**src/rtl/bpm_period_calc.sv**
```systemverilog
// Trigger-period calculator: NUMERATOR / (bpm * subdivision) via a
// restoring divider that produces one quotient bit per clock.
module bpm_period_calc #(
  parameter int NUM_W = 40,
  parameter int DEN_W = 34,
  parameter int OUT_W = 34,
  parameter logic [NUM_W-1:0] NUMERATOR = 40'd12000000000
) (
  input  logic             i_clk,
  input  logic             i_reset,
  input  logic             i_start,
  input  logic [DEN_W-1:0] i_bpm_counter,
  input  logic [1:0]       i_subdiv,
  output logic             o_busy,
  output logic             o_done,
  output logic [OUT_W-1:0] o_period,
  output logic [NUM_W-1:0] o_remain,
  output logic             o_div_zero,
  output logic             o_overflow
);

  typedef enum logic [1:0] {IDLE, DIV, DONE} state_t;

  localparam int CNT_W = (NUM_W > 1) ? $clog2(NUM_W) : 1;
  localparam logic [NUM_W:0] ONE = 1;
  // Quotients at or above this are unrepresentable (all-ones is reserved)
  localparam logic [NUM_W:0] LIMIT = (ONE << OUT_W) - ONE;

  state_t           state;
  logic [NUM_W-1:0] num;
  logic [NUM_W-1:0] den;
  logic [NUM_W-1:0] rem;
  logic [CNT_W-1:0] cnt;
  logic             dz;

  logic [DEN_W+1:0] d_eff;
  logic [NUM_W-1:0] d_ext;
  logic [NUM_W:0]   trial;
  logic             take;
  logic [NUM_W-1:0] rem_nxt;
  logic             ovf;

  always_comb begin
    d_eff = (DEN_W+2)'(i_bpm_counter)
          * (DEN_W+2)'({1'b0, i_subdiv} + 3'd1);
    d_ext = NUM_W'(d_eff);
    trial = {rem, num[NUM_W-1]};
    take  = trial >= {1'b0, den};
    rem_nxt = take ? NUM_W'(trial - {1'b0, den})
                   : trial[NUM_W-1:0];
    ovf   = {1'b0, num} >= LIMIT;
  end

  assign o_busy = (state != IDLE);

  always_ff @(posedge i_clk) begin
    if (i_reset) begin
      state      <= IDLE;
      num        <= '0;
      den        <= '0;
      rem        <= '0;
      cnt        <= '0;
      dz         <= 1'b0;
      o_done     <= 1'b0;
      o_period   <= '0;
      o_remain   <= '0;
      o_div_zero <= 1'b0;
      o_overflow <= 1'b0;
    end else begin
      o_done <= 1'b0;
      case (state)
        IDLE: begin
          if (i_start) begin
            num   <= NUMERATOR;
            den   <= d_ext;
            rem   <= '0;
            cnt   <= CNT_W'(NUM_W - 1);
            dz    <= (d_ext == '0);
            state <= (d_ext == '0) ? DONE : DIV;
          end
        end
        DIV: begin
          rem <= rem_nxt;
          num <= {num[NUM_W-2:0], take};
          if (cnt == '0) begin
            state <= DONE;
          end else begin
            cnt <= cnt - 1'b1;
          end
        end
        DONE: begin
          o_done <= 1'b1;
          state  <= IDLE;
          if (dz) begin
            o_period   <= '0;
            o_remain   <= '0;
            o_div_zero <= 1'b1;
            o_overflow <= 1'b0;
          end else if (ovf) begin
            o_period   <= '0;
            o_remain   <= rem;
            o_div_zero <= 1'b0;
            o_overflow <= 1'b1;
          end else begin
            o_period   <= num[OUT_W-1:0];
            o_remain   <= rem;
            o_div_zero <= 1'b0;
            o_overflow <= 1'b0;
          end
        end
        default: state <= IDLE;
      endcase
    end
  end

endmodule

```
**config.mk**
```make
export PLATFORM = sky130hd
export DESIGN_NAME = bpm_period_calc
export DESIGN_NICKNAME = d
export VERILOG_FILES = /design/src/rtl/bpm_period_calc.sv
export SDC_FILE = /design/constraint.sdc
export NUM_CORES = 1
export LEC_CHECK = 0
export ABC_AREA = 1
export CORE_ASPECT_RATIO = 0.8
export CORE_MARGIN = 2
export CORE_UTILIZATION = 55
export CTS_BUF_LIST = sky130_fd_sc_hd__clkbuf_4
export DETAILED_ROUTE_END_ITERATION = 10
export PLACE_DENSITY_LB_ADDON = 0.05
export SYNTH_ARGS = -nofsm -noshare
export SYNTH_HDL_FRONTEND = slang
export SYNTH_SLANG_ARGS = --single-unit
```
**constraint.sdc**
```tcl
create_clock -name i_clk -period 5.43 [get_ports i_clk]
set_clock_uncertainty 0.05 [all_clocks]
set_input_delay 1.086 -clock i_clk [delete_from_list [all_inputs] [get_ports i_clk]]
set_output_delay 1.086 -clock i_clk [all_outputs]
set_load 0.01 [all_outputs]
```
# After elaboration in Yosys (flattened, before gate mapping)
# Cells that the tools add are included.
[totals]
reg_bits = 202
latch_bits = 0
ramBits = 0
mem_bits_ro = 0
in_bits = 39
output_inout_bits = 78
elab_cells = 50
mem_count = 0
[classes]
addsub = 3
mul = 1
n_div = 0
n_lt_le_gt_ge = 2
eq_ne = 5
shifts = 0
mux = 19
bitwise_logic = 0
reduce_logical = 9
[op_table]
columns = ["cell", "count"]
rows = [
  ["$mux W40", 4],
  ["$pmux W40 S2", 2],
  ["$mux W34", 2],
  ["$ge A41 B36 Y1", 1],
  ["$ge A40 B34 Y1 const B", 1],
  ["$logic_not A40 Y1", 1],
  ["$sub A40 B36 Y40", 1],
  ["$mul A34 B3 Y36", 1],
  ["$mux W6", 2],
  ["$pmux W6 S2", 1],
  ["$logic_not A6 Y1", 1],
  ["$mux W2", 3],
  ["$ne A2 B2 Y1 const B", 3],
  ["$reduce_and A2 Y1", 3],
  ["$sub A6 B1 Y6 const B", 1],
  ["$mux W1", 4],
  ["$pmux W2 S2", 1],
  ["$reduce_bool A2 Y1", 2],
  ["$add A2 B1 Y3 const B", 1],
  ["$reduce_and A3 Y1", 1],
  ["$eq A2 B1 Y1 const B", 1],
  ["$eq A2 B2 Y1 const B", 1],
  ["$logic_not A2 Y1", 1],
]

# Depth between registers and ports, before layout
[logic_depth]
depth_word = 6
depth_mapped = 27
depth_no_buf = 25

# Worst setup path before layout
# OpenSTA, ideal clock, no wires.
[synth_timing]
path_type = "input to register"
startpoint = "in i_subdiv[0]"
endpoint = "reg dz"
setup_time_ns = 0.070
arrival_ns = 4.305
slack_ns = 1.006
path_stages = 24
path_cell_list = "ha_1 -> clkbuf_1 -> clkbuf_1 -> nand2_1 -> fa_1 -> inv_1 -> ha_1 -> inv_1 -> fa_1 -> inv_1 -> nand2_1 -> nand2_1 -> nand3_1 -> nand2_1 -> nand2_1 -> nand2_1 -> nand2_1 -> nand2_1 -> nand2_1 -> nand2_1 -> nand2_1 -> nor3_1 -> nand3_1 -> a21oi_1"
[synth_between]
elab_chain_cells = 3
[synth_lines]
columns = ["item", "line", "source"]
rows = [
  ["start, declared", "13", "input logic [1:0] i_subdiv,"],
  ["$add A2 B1 Y3", "45", "* (DEN_W+2)'({1'b0, i_subdiv} + 3'd1);"],
  ["$mul A34 B3 Y36", "45", ""],
  ["$logic_not A40 Y1", "78", "dz <= (d_ext == '0);"],
  ["end signal, assigned", "78", ""],
  ["end, declared", "34", "logic dz;"],
]
# Every way passes these cells.
# A chain may end at the register's enable or synchronous reset.

# Worst setup path after layout
# Same ends and word-level chain as after synthesis.

==> metrics.md <==
| Metric | Value |
|---|---|
| Status | `completed` |
| Grt total ovfl | `0` |
| Worst EP required | `6.01 ns` |
| Final Power | `7560 uW` |
| Clock sinks | `202` |
| Max-slew violations | `0` |
| Hold path endpoint | `o_remain[29]` |
| Core area | `0.0254 mm2` |
| Hold Path Class | `register to register` |
| Hold_ws | `0.413 ns` |
| # rows | `52` |
| Setup repair bufs after CTS | `0` |
| Die ar. | `0.0274 mm2` |
| Final core occ | `64.4%` |
| Detail Route Antenna Nets | `0` |
| Worst rel slew slack | `22.4%` |
| Largest net degree at the start of global routing | `78` |
| Total Routing Usage GR | `31.8%` |
| Vias in the first global route | `13500` |
| Syn_area_per_cell | `6.24 um2` |
| Final nets | `2549` |
| CTS Hold Bufs | `0` |
| Flop2flop setup slack | `2.06 ns` |
| Commonest non-fill, non-tap cell in the layout | `nand2_1` |
| Register area share after synthesis | `28.2%` |
| Placer congestion estimate | `1.03` |
| Share of cells above drive strength 1 | `5.62%` |
| Worst vdd ir | `0.481 mV` |
| PostCTS Resize Cnt | `0` |
| Antenna violations before repair | `0` |
| Worst-Skew Late Latency | `0.71 ns` |
| Yosys reg bits | `202` |
| Final Cycle Share | `84.9%` |
| Die H | `148 um` |
| Clock Tree Buf Depth | `3` |
| FMAX | `217 MHz` |
| Static leakage | `0.00772 uW` |
| Slew @ Worst Pin | `1.16 ns` |
| Drt drc | `0` |
| Via/cell ratio | `5.41` |
| I/O Pins | `117` |
| Syn_nets | `2445` |
| Avg WL per Cell | `15.6 um` |
| Crit path arrival time | `5.19 ns` |
| # fillers | `2403` |
| Via count | `15100` |
| Hold path start | `o_remain[29]` |
| Final Hold Fails | `0` |
| Worst r2r src | `den[17]` |
| Crit-path max FO | `32` |
| HPWL after DPL | `34100 um` |
| RSZ-0062 raised after global routing | `no` |
| CTS tree | `yes` |
| Synth-to-Final Area Change | `14.1%` |
| TritonCTS Buffers | `47` |
| Port Buffer Count | `116` |
| Pwr dens | `462 mW/mm2` |
| Placed Cells | `2704` |
| Fin crit period | `4.61 ns` |
| FF-to-FF End | `rem[0]` |
| Die W | `185 um` |
| Clock transition at path regs | `0.08 ns` |
| Max Cap Violations | `0` |
| Hold path cells | `2` |
| CP startpoint kind | `input port` |
| Drt pass-1 iters | `6` |
| Setup Viol. Count Final | `0` |
| Number of unique standard cell types used by synthesis | `43` |
| Ant diodes | `0` |
| CP endpoint kind | `register` |
| Drt total wl | `43600 um` |
| Mapped cell area | `0.0143 mm2` |
| Critical path class | `input port to register` |
| H-tree levels | `2` |
| Sum of negative setup slack | `0 ns` |
| Drt initial violations | `1241` |
| Commonest non-fill, non-tap cells in the layout | `795 x nand2_1, 354 x inv_1, 223 x a21oi_1, 202 x dfxtp_1, 153 x nor2_1` |
| R2R depth | `14` |
| Initial Utilization | `56.4%` |
| Global-route wire length before repair | `69300 um` |
| Number of non-filler instances in the completed layout | `2788` |
| Post-Syn Instances | `2298` |
| CTS Root Cell | `clkbuf_4` |
| Warnings, synthesis | `0` |
[through the flow]
| step | cell area (um2) | setup slack (ns) |
|---|---|---|
| after global routing | 16400 | 0.654 |
| after CTS | 16400 | 0.978 |
| final | 16400 | 0.821 |
| after global placement | 15800 | 0.344 |
| after detailed placement | 15800 | 0.251 |
| after floorplan | 14300 | 1.01 |
[where the power goes]
part	switching, uW	internal (uW)
sequential	142	1630
combinational	3130	1450
clock	633	581
total	3900	3660
[critical path: stages]
cell and delay [ns]:
clkdlybuf4s50_1 0.45, ha_1 0.38, buf_12 0.20, nand2_1 0.10
fa_1 0.51, inv_1 0.04, ha_1 0.41, nand2_1 0.08
nand2_1 0.08, inv_1 0.05, nand2_1 0.12, nand2_1 0.08
nand2_1 0.14, nand2_1 0.11, nand2_1 0.17, nand2_1 0.13
nand3_1 0.10, nand2_1 0.07, nor2_1 0.23, inv_1 0.07
nor2_1 0.18, nand3_1 0.21, a21oi_1 0.18
[area by class of cell]
class | count | area (um2) | share of cell area [%]
tap | 351 | 439 | 2.68
timing repair buffer | 131 | 1310 | 7.99
clock inverter | 16 | 76.3 | 0.466
clock buffer | 68 | 510 | 3.12
inverter | 355 | 1330 | 8.14
multi-input combinational | 1665 | 8660 | 52.9
sequential | 202 | 4040 | 24.7
[cell families after synthesis]
group / Yosys count / synth area share (%)
adder cells (fa/ha/maj): 108 / 11.2
XOR/XNOR: 32 / 1.95
flip-flops: 202 / 28.2
AND/OR/NAND/NOR: 1132 / 31.9
AO/OA/AOI/OAI: 393 / 15.1
buffers and inverters: 431 / 11.6
[how the worst max path moves through the flow]
stage / from / to / slack, ns / depth (start not counted)
floorplan: i_subdiv[0] / dz / 1.01 / 24
global placement: i_subdiv[0] / state[1] / 0.34 / 19
detailed placement: i_subdiv[0] / dz / 0.25 / 23
CTS: i_subdiv[0] / dz / 0.98 / 23
global route: i_subdiv[0] / dz / 0.65 / 23
finish: i_subdiv[0] / dz / 0.82 / 23
[Yosys cell counts, drive strengths merged]
| master | n | area (um2) |
|---|---|---|
| nand2 | 802 | 3030 |
| inv | 355 | 1330 |
| a21oi | 239 | 1270 |
| dfxtp | 202 | 4040 |
| nor2 | 156 | 586 |
| o21ai | 98 | 498 |
| nand3 | 90 | 455 |
| ha | 74 | 926 |
| clkbuf | 63 | 238 |
| fa | 34 | 681 |
| nand4 | 29 | 181 |
| nor3 | 23 | 115 |
| o22ai | 20 | 125 |
| xnor2 | 16 | 140 |
| xor2 | 16 | 140 |
| buf | 13 | 97.6 |
| or2 | 12 | 75.1 |
| nand3b | 10 | 75.1 |
| o211ai | 10 | 75.1 |
| a31oi | 8 | 50.1 |
| nor4 | 5 | 31.3 |
| o21bai | 4 | 30.0 |
| o221a | 4 | 45.0 |
| and2 | 3 | 18.8 |
| o21a | 3 | 22.5 |
| a21o | 2 | 15.0 |
| a221oi | 2 | 17.5 |
| a21boi | 1 | 7.51 |
| a311oi | 1 | 8.76 |
| and3 | 1 | 6.26 |
| nor2b | 1 | 6.26 |
| o31ai | 1 | 7.51 |
[flip-flops by register name (all words and copies together), names as in the netlist]
signal	cells
cnt	6
o_remain	40
dz	1
o_done	1
den	36
o_overflow	1
o_div_zero	1
num	40
rem	40
o_period	34
state	2
[layer usage]
layer	vias up	GRT usage [%]	wire length, um
li1	7500	-	-
met1	6974	48.2	21100
met2	560	45.1	17700
met3	45	7.37	4060
met4	0	7.64	663
met5	-	0	0
Power figures use the tool's default switching activity.
